### src/rtl/fft_pkg.sv
// Shared constants and types for the 8-point radix-2 FFT twiddle sequencer.
package fft_pkg;

    localparam int N_PTS   = 8;
    localparam int N_STAGE = 3;
    localparam int N_BFLY  = 4;
    // Only W8^0..W8^3 occur in a radix-2 DIT 8-point frame
    localparam int K_W     = $clog2(N_PTS) - 1;

    localparam logic [31:0] FP_ONE       = 32'h3F80_0000;
    localparam logic [31:0] FP_ZERO      = 32'h0000_0000;
    localparam logic [31:0] FP_RSQRT2    = 32'h3F35_04F3;
    localparam logic [31:0] FP_SIGN_MASK = 32'h8000_0000;

    typedef enum logic [1:0] {
        S_IDLE = 2'd0,
        S_RUN  = 2'd1,
        S_DONE = 2'd2
    } state_t;

endpackage

### src/rtl/twiddle_rom.sv
// Combinational W8^k lookup; inverse mode conjugates and drops the -j bypass flag.
module twiddle_rom
    import fft_pkg::*;
(
    input  logic [K_W-1:0] i_k,
    input  logic           i_inverse,
    output logic [31:0]    o_re,
    output logic [31:0]    o_im,
    output logic           o_is_mj
);

    always_comb begin
        o_re    = FP_ONE;
        o_im    = FP_ZERO;
        o_is_mj = 1'b0;
        case (i_k)
            2'd1: begin
                o_re = FP_RSQRT2;
                o_im = FP_RSQRT2 | FP_SIGN_MASK;
            end
            2'd2: begin
                o_re    = FP_ZERO;
                o_im    = FP_ONE | FP_SIGN_MASK;
                o_is_mj = 1'b1;
            end
            2'd3: begin
                o_re = FP_RSQRT2 | FP_SIGN_MASK;
                o_im = FP_RSQRT2 | FP_SIGN_MASK;
            end
            default: ;
        endcase
        // k=0 is excluded so the conjugate of +0 never becomes -0
        if (i_inverse && (i_k != '0)) begin
            o_im    = o_im ^ FP_SIGN_MASK;
            o_is_mj = 1'b0;
        end
    end

endmodule

### src/rtl/twiddle_seq.sv
// Emits the 12 butterfly twiddles of an 8-point radix-2 FFT frame, one per accepted adv.
module twiddle_seq
    import fft_pkg::*;
#(
    parameter int W = 32
) (
    input  logic         clk,
    input  logic         rst_n,
    input  logic         start,
    input  logic         inverse,
    input  logic         adv,
    output logic [W-1:0] w_re,
    output logic [W-1:0] w_im,
    output logic         is_mj,
    output logic         tw_valid,
    output logic [1:0]   stage,
    output logic [1:0]   bfly,
    output logic         busy,
    output logic         done
);

    localparam logic [1:0] LAST_STG = 2'(N_STAGE - 1);
    localparam logic [1:0] LAST_BF  = 2'(N_BFLY - 1);

    state_t         r_state;
    state_t         w_next;
    logic           w_start_acc;
    logic           w_adv_acc;
    logic           r_inv;
    logic [1:0]     r_stg;
    logic [1:0]     r_bf;
    logic [K_W-1:0] w_k;
    logic [31:0]    w_rom_re;
    logic [31:0]    w_rom_im;
    logic           w_rom_mj;

    logic [W-1:0]   r_re;
    logic [W-1:0]   r_im;
    logic           r_mj;
    logic           r_tw_valid;
    logic [1:0]     r_stage_o;
    logic [1:0]     r_bfly_o;
    logic           r_busy;
    logic           r_done;

    always_ff @(posedge clk or negedge rst_n) begin
        if (!rst_n) r_state <= S_IDLE;
        else        r_state <= w_next;
    end

    always_comb begin
        w_next      = r_state;
        w_start_acc = 1'b0;
        w_adv_acc   = 1'b0;
        case (r_state)
            S_IDLE: begin
                if (start) begin
                    w_start_acc = 1'b1;
                    w_next      = S_RUN;
                end
            end
            S_RUN: begin
                if (adv) begin
                    w_adv_acc = 1'b1;
                    if ((r_stg == LAST_STG) && (r_bf == LAST_BF)) w_next = S_DONE;
                end
            end
            S_DONE:  w_next = S_IDLE;
            default: w_next = S_IDLE;
        endcase
    end

    // Stage 0 is all W8^0; stage 1 alternates W8^0/W8^2; stage 2 walks W8^0..W8^3
    always_comb begin
        case (r_stg)
            2'd0:    w_k = '0;
            2'd1:    w_k = {r_bf[0], 1'b0};
            default: w_k = r_bf;
        endcase
    end

    twiddle_rom u_rom (
        .i_k       (w_k),
        .i_inverse (r_inv),
        .o_re      (w_rom_re),
        .o_im      (w_rom_im),
        .o_is_mj   (w_rom_mj)
    );

    always_ff @(posedge clk or negedge rst_n) begin
        if (!rst_n) begin
            r_inv      <= 1'b0;
            r_stg      <= '0;
            r_bf       <= '0;
            r_re       <= '0;
            r_im       <= '0;
            r_mj       <= 1'b0;
            r_tw_valid <= 1'b0;
            r_stage_o  <= '0;
            r_bfly_o   <= '0;
            r_busy     <= 1'b0;
            r_done     <= 1'b0;
        end else begin
            r_tw_valid <= w_adv_acc;
            r_done     <= (r_state == S_DONE);
            if (r_state == S_DONE) r_busy <= 1'b0;
            if (w_start_acc) begin
                r_inv     <= inverse;
                r_stg     <= '0;
                r_bf      <= '0;
                r_stage_o <= '0;
                r_bfly_o  <= '0;
                r_busy    <= 1'b1;
            end else if (w_adv_acc) begin
                r_re      <= w_rom_re;
                r_im      <= w_rom_im;
                r_mj      <= w_rom_mj;
                r_stage_o <= r_stg;
                r_bfly_o  <= r_bf;
                if (r_bf == LAST_BF) begin
                    r_bf  <= '0;
                    r_stg <= r_stg + 2'd1;
                end else begin
                    r_bf  <= r_bf + 2'd1;
                end
            end
        end
    end

    assign w_re     = r_re;
    assign w_im     = r_im;
    assign is_mj    = r_mj;
    assign tw_valid = r_tw_valid;
    assign stage    = r_stage_o;
    assign bfly     = r_bfly_o;
    assign busy     = r_busy;
    assign done     = r_done;

endmodule

### config.mk
export PLATFORM = sky130hd
export DESIGN_NAME = twiddle_seq
export DESIGN_NICKNAME = d
export VERILOG_FILES = /design/src/rtl/fft_pkg.sv /design/src/rtl/twiddle_rom.sv /design/src/rtl/twiddle_seq.sv
export SDC_FILE = /design/constraint.sdc
export NUM_CORES = 1
export LEC_CHECK = 0
export BUFFER_PORTS_ARGS = -buffer_cell sky130_fd_sc_hd__buf_4
export CORE_MARGIN = 8
export CORE_UTILIZATION = 47
export DETAILED_ROUTE_END_ITERATION = 8
export PLACE_DENSITY_LB_ADDON = 0.25
export SLEW_MARGIN = 20
export SYNTH_ARGS = -nofsm -noshare
export SYNTH_HDL_FRONTEND = slang
export SYNTH_SLANG_ARGS = --single-unit
export TNS_END_PERCENT = 30
### constraint.sdc
create_clock -name clk -period 3.74 [get_ports clk]
set_input_delay 0.374 -clock clk [delete_from_list [all_inputs] [get_ports clk]]
set_output_delay 0.374 -clock clk [all_outputs]
set_load 0.005 [all_outputs]
==> flow_summary.ini <==
[run_status]
status = complete, no violations

[timing]
tns_ps = 0
finalSetupViolations = 0
max_freq_mhz = 620
layout_setup_ws_ps = 2130
hold_viol_final = 0
tightestPinTransition_ps = 580
rsz0062_at_grt = false
post-route-min-period_ps = 1610
slew_headroom_pct = 61.4
drv_slew = 0
fin_skew_ps = 1.39
post-route-period-util_pct = 43.1

[detailed_routing]
antenna_left = 0
num_vias = 868
first_pass_iters = 4
viasPerCell = 4.52
wirelength_um = 2520
wl_per_cell_um = 13.1
drc_errors = 0
drtIter0Drc = 5

[power]
p_leak_nw = 0.800
finalPower_mw = 1.12
p_per_area_nw_per_um2 = 760
pwr-share-comb_pct = 53.2
p_clk_share_pct = 9.0
p_sw_share_pct = 36.1
seqPwrFrac_pct = 37.8
switchingPower_uw = 405
internal_power_uw = 715
vdd_drop_max_v = 0.000551

[synthesis]
synth_warnings = 0
synth-simple-area-share_pct = 11.5
synth_top_family_by_area = buffers and inverters
synth-seq-area-share_pct = 39.9
synth_cells = 141
avgSynthCellArea_um2 = 9.78
synth_area_um2 = 1380
synth_top_cell_area_share_pct = 39.9
synth-main-ff-cell = dfrtp_1
synth_fa_ha_area_share_pct = 3.63
yosysMostFrequentCell = buf_4
async_flop_share_pct = 100
synth_area_leader_cell = dfrtp_1
synth.area.top_cells = dfrtp_1 40%, buf_4 32%, ha_1 3.6%
synth_xor_area_share_pct = 0.635
yosys-top-cells-count = 58 x buf_4, 22 x dfrtp_1, 13 x nand2_1
ys_types = 29
synthMuxAreaShare_pct = 1.54
synth_edf_count = 0
ys_seq_elements = 22
synth-compound-area-share_pct = 8.71

[clock_network]
cts_resized = 0
cts_num_sinks = 22
cts.clk_slew.worst_paths_ps = 100
htreeDepth = 1
clockBufferDepth = 2
postCtsSetupRepairBufs = 0
cts_tree = yes
root_buffer = clkbuf_4
cts-hold-fix-buffers = 1
clock_latency_ps = 300
cts_buffers = 3

[floorplan]
start_util_pct = 49.6
die_h_um = 70.2
ios = 77
rows = 19
fp.dieW_um = 70.2
coreArea_um2 = 2780
die_area_um2 = 4920

[setup_path]
startpoint_type = flip-flop
critPathTopFamily = flip-flops
critPathMaxFanout = 23
critPathRequiredTime_ps = 3370
end_kind = output port
cp_cell_sequence = buf_4
critPathMaxStageDelay_ps = 730
cp_slowest_cell = dfrtp_1
worst-path-buf-inv = 1
worstSetupPathType = reg2out
critPathArrivalTime_ps = 1240

[min_path]
hold_path_class = in2reg

[global_route]
antenna_found_initial = 0
grt_pass1_vias = 859
grt_pass1_wl_um = 4220
grt_max_degree = 24
grt.total_usage_pct = 9.97
grt.overflow.total = 0

[final_layout]
fin_nets = 172
layout-drive-gt1-share_pct = 35.4
diodes = 0
fin_area_um2 = 1470
instances_no_fill = 192
synthToLayoutAreaGrowth_pct = 6.81

[placed_design]
finalWeightedCongestion = 0.782
dp_hpwl_um = 2120
pre_cts_ws_ps = 2210
dpl_cell_area_um2 = 1440
dp_cells = 188
portBuffers = 50

[flow_run]
maxCapViolations = 0
power by group through the flow:
stage,Sequential (mW),Combinational [mW],Clock (mW)
6_report,0.423,0.596,0.101
5_1_grt,0.444,0.668,0.120
3_5_place_dp,0.433,0.607,0
4_1_cts,0.428,0.611,0.108
3_3_place_gp,0.428,0.599,0
2_1_floorplan,0.417,0.462,0
registers in the layout, summed over array words and instances (netlist names):
| register | count |
|---|---|
| is_mj | 1 |
| w_im | 4 |
| stage | 2 |
| bfly | 2 |
| r_stg | 2 |
| w_re | 3 |
| r_state | 2 |
| busy | 1 |
| r_inv | 1 |
| done | 1 |
| tw_valid | 1 |
| r_bf | 2 |
per-layer routing:
layer	up-vias	global-route usage, %	share of wire (%)
met5	-	0	0
met4	0	1.34	0
met3	0	6.78	13
met2	43	16.9	51
met1	410	10.2	36
li1	415	-	-
area by class of cell:
cell class,instances,area (µm²)
clock buffers,3,22.5
fillers,248,1310
inverters,5,18.8
multi-input cells,80,457
flip-flops and latches,22,551
well taps,31,38.8
repair buffers,51,385
through the flow:
step | hold slack, ps | util, %
after floorplan | 78.4 | -
after global placement | 271 | 51.8
after detailed placement | 276 | 51.8
after CTS | 295 | 52.9
after global routing | 272 | 52.9
final | 302 | 52.9
logic make-up (layout without fill, tap and decap cells):
family                   Yosys count  count (layout)
other                              1              26
AO/OA/AOI/OAI                     18              18
AND/OR/NAND/NOR                   29              29
multiplexers                       2               2
flip-flops                        22              22
buffers and inverters             64              59
XOR/XNOR                           1               1
adder cells (fa/ha/maj)            4               4
placed cells by master (no fill, tap or decap):
cell type      synthesis  final
a21o_1                 1      1
a21oi_1                7      7
a22o_1                 4      4
and2b_1                1      1
buf_4                 58     50
clkbuf_4               0      3
conb_1                 1     26
dfrtp_1               22     22
dlygate4sd3_1          0      1
ha_1                   4      4
inv_1                  4      4
inv_2                  1      1
mux2_2                 1      1
mux2i_1                1      1
nand2_1               13     13
nand2b_1               1      1
nand3_1                2      2
nand3b_2               1      1
nand4b_1               1      1
nor2_1                 5      5
nor3b_1                3      3
nor3b_4                1      1
o21ai_0                1      1
o21ai_1                1      1
o21bai_1               1      1
o22a_1                 1      1
o31ai_1                1      1
o41ai_1                1      1
or3_1                  1      1
xnor2_1                1      1
final timing paths:
path,endpoint,cells past startpoint,slack (ps),start
worst min-delay path,r_inv,2,300,inverse
max in group asynchronous,w_im[31],2,3040,rst_n
worst max register to register,stage[0],4,2210,r_state[1]
worst max-delay path,w_re[0],1,2130,w_im[21]
worst min register to register,w_im[23],2,500,w_im[23]
min in group asynchronous,r_state[0],2,480,rst_n
Note: power is estimated with default switching activity, not from simulation.
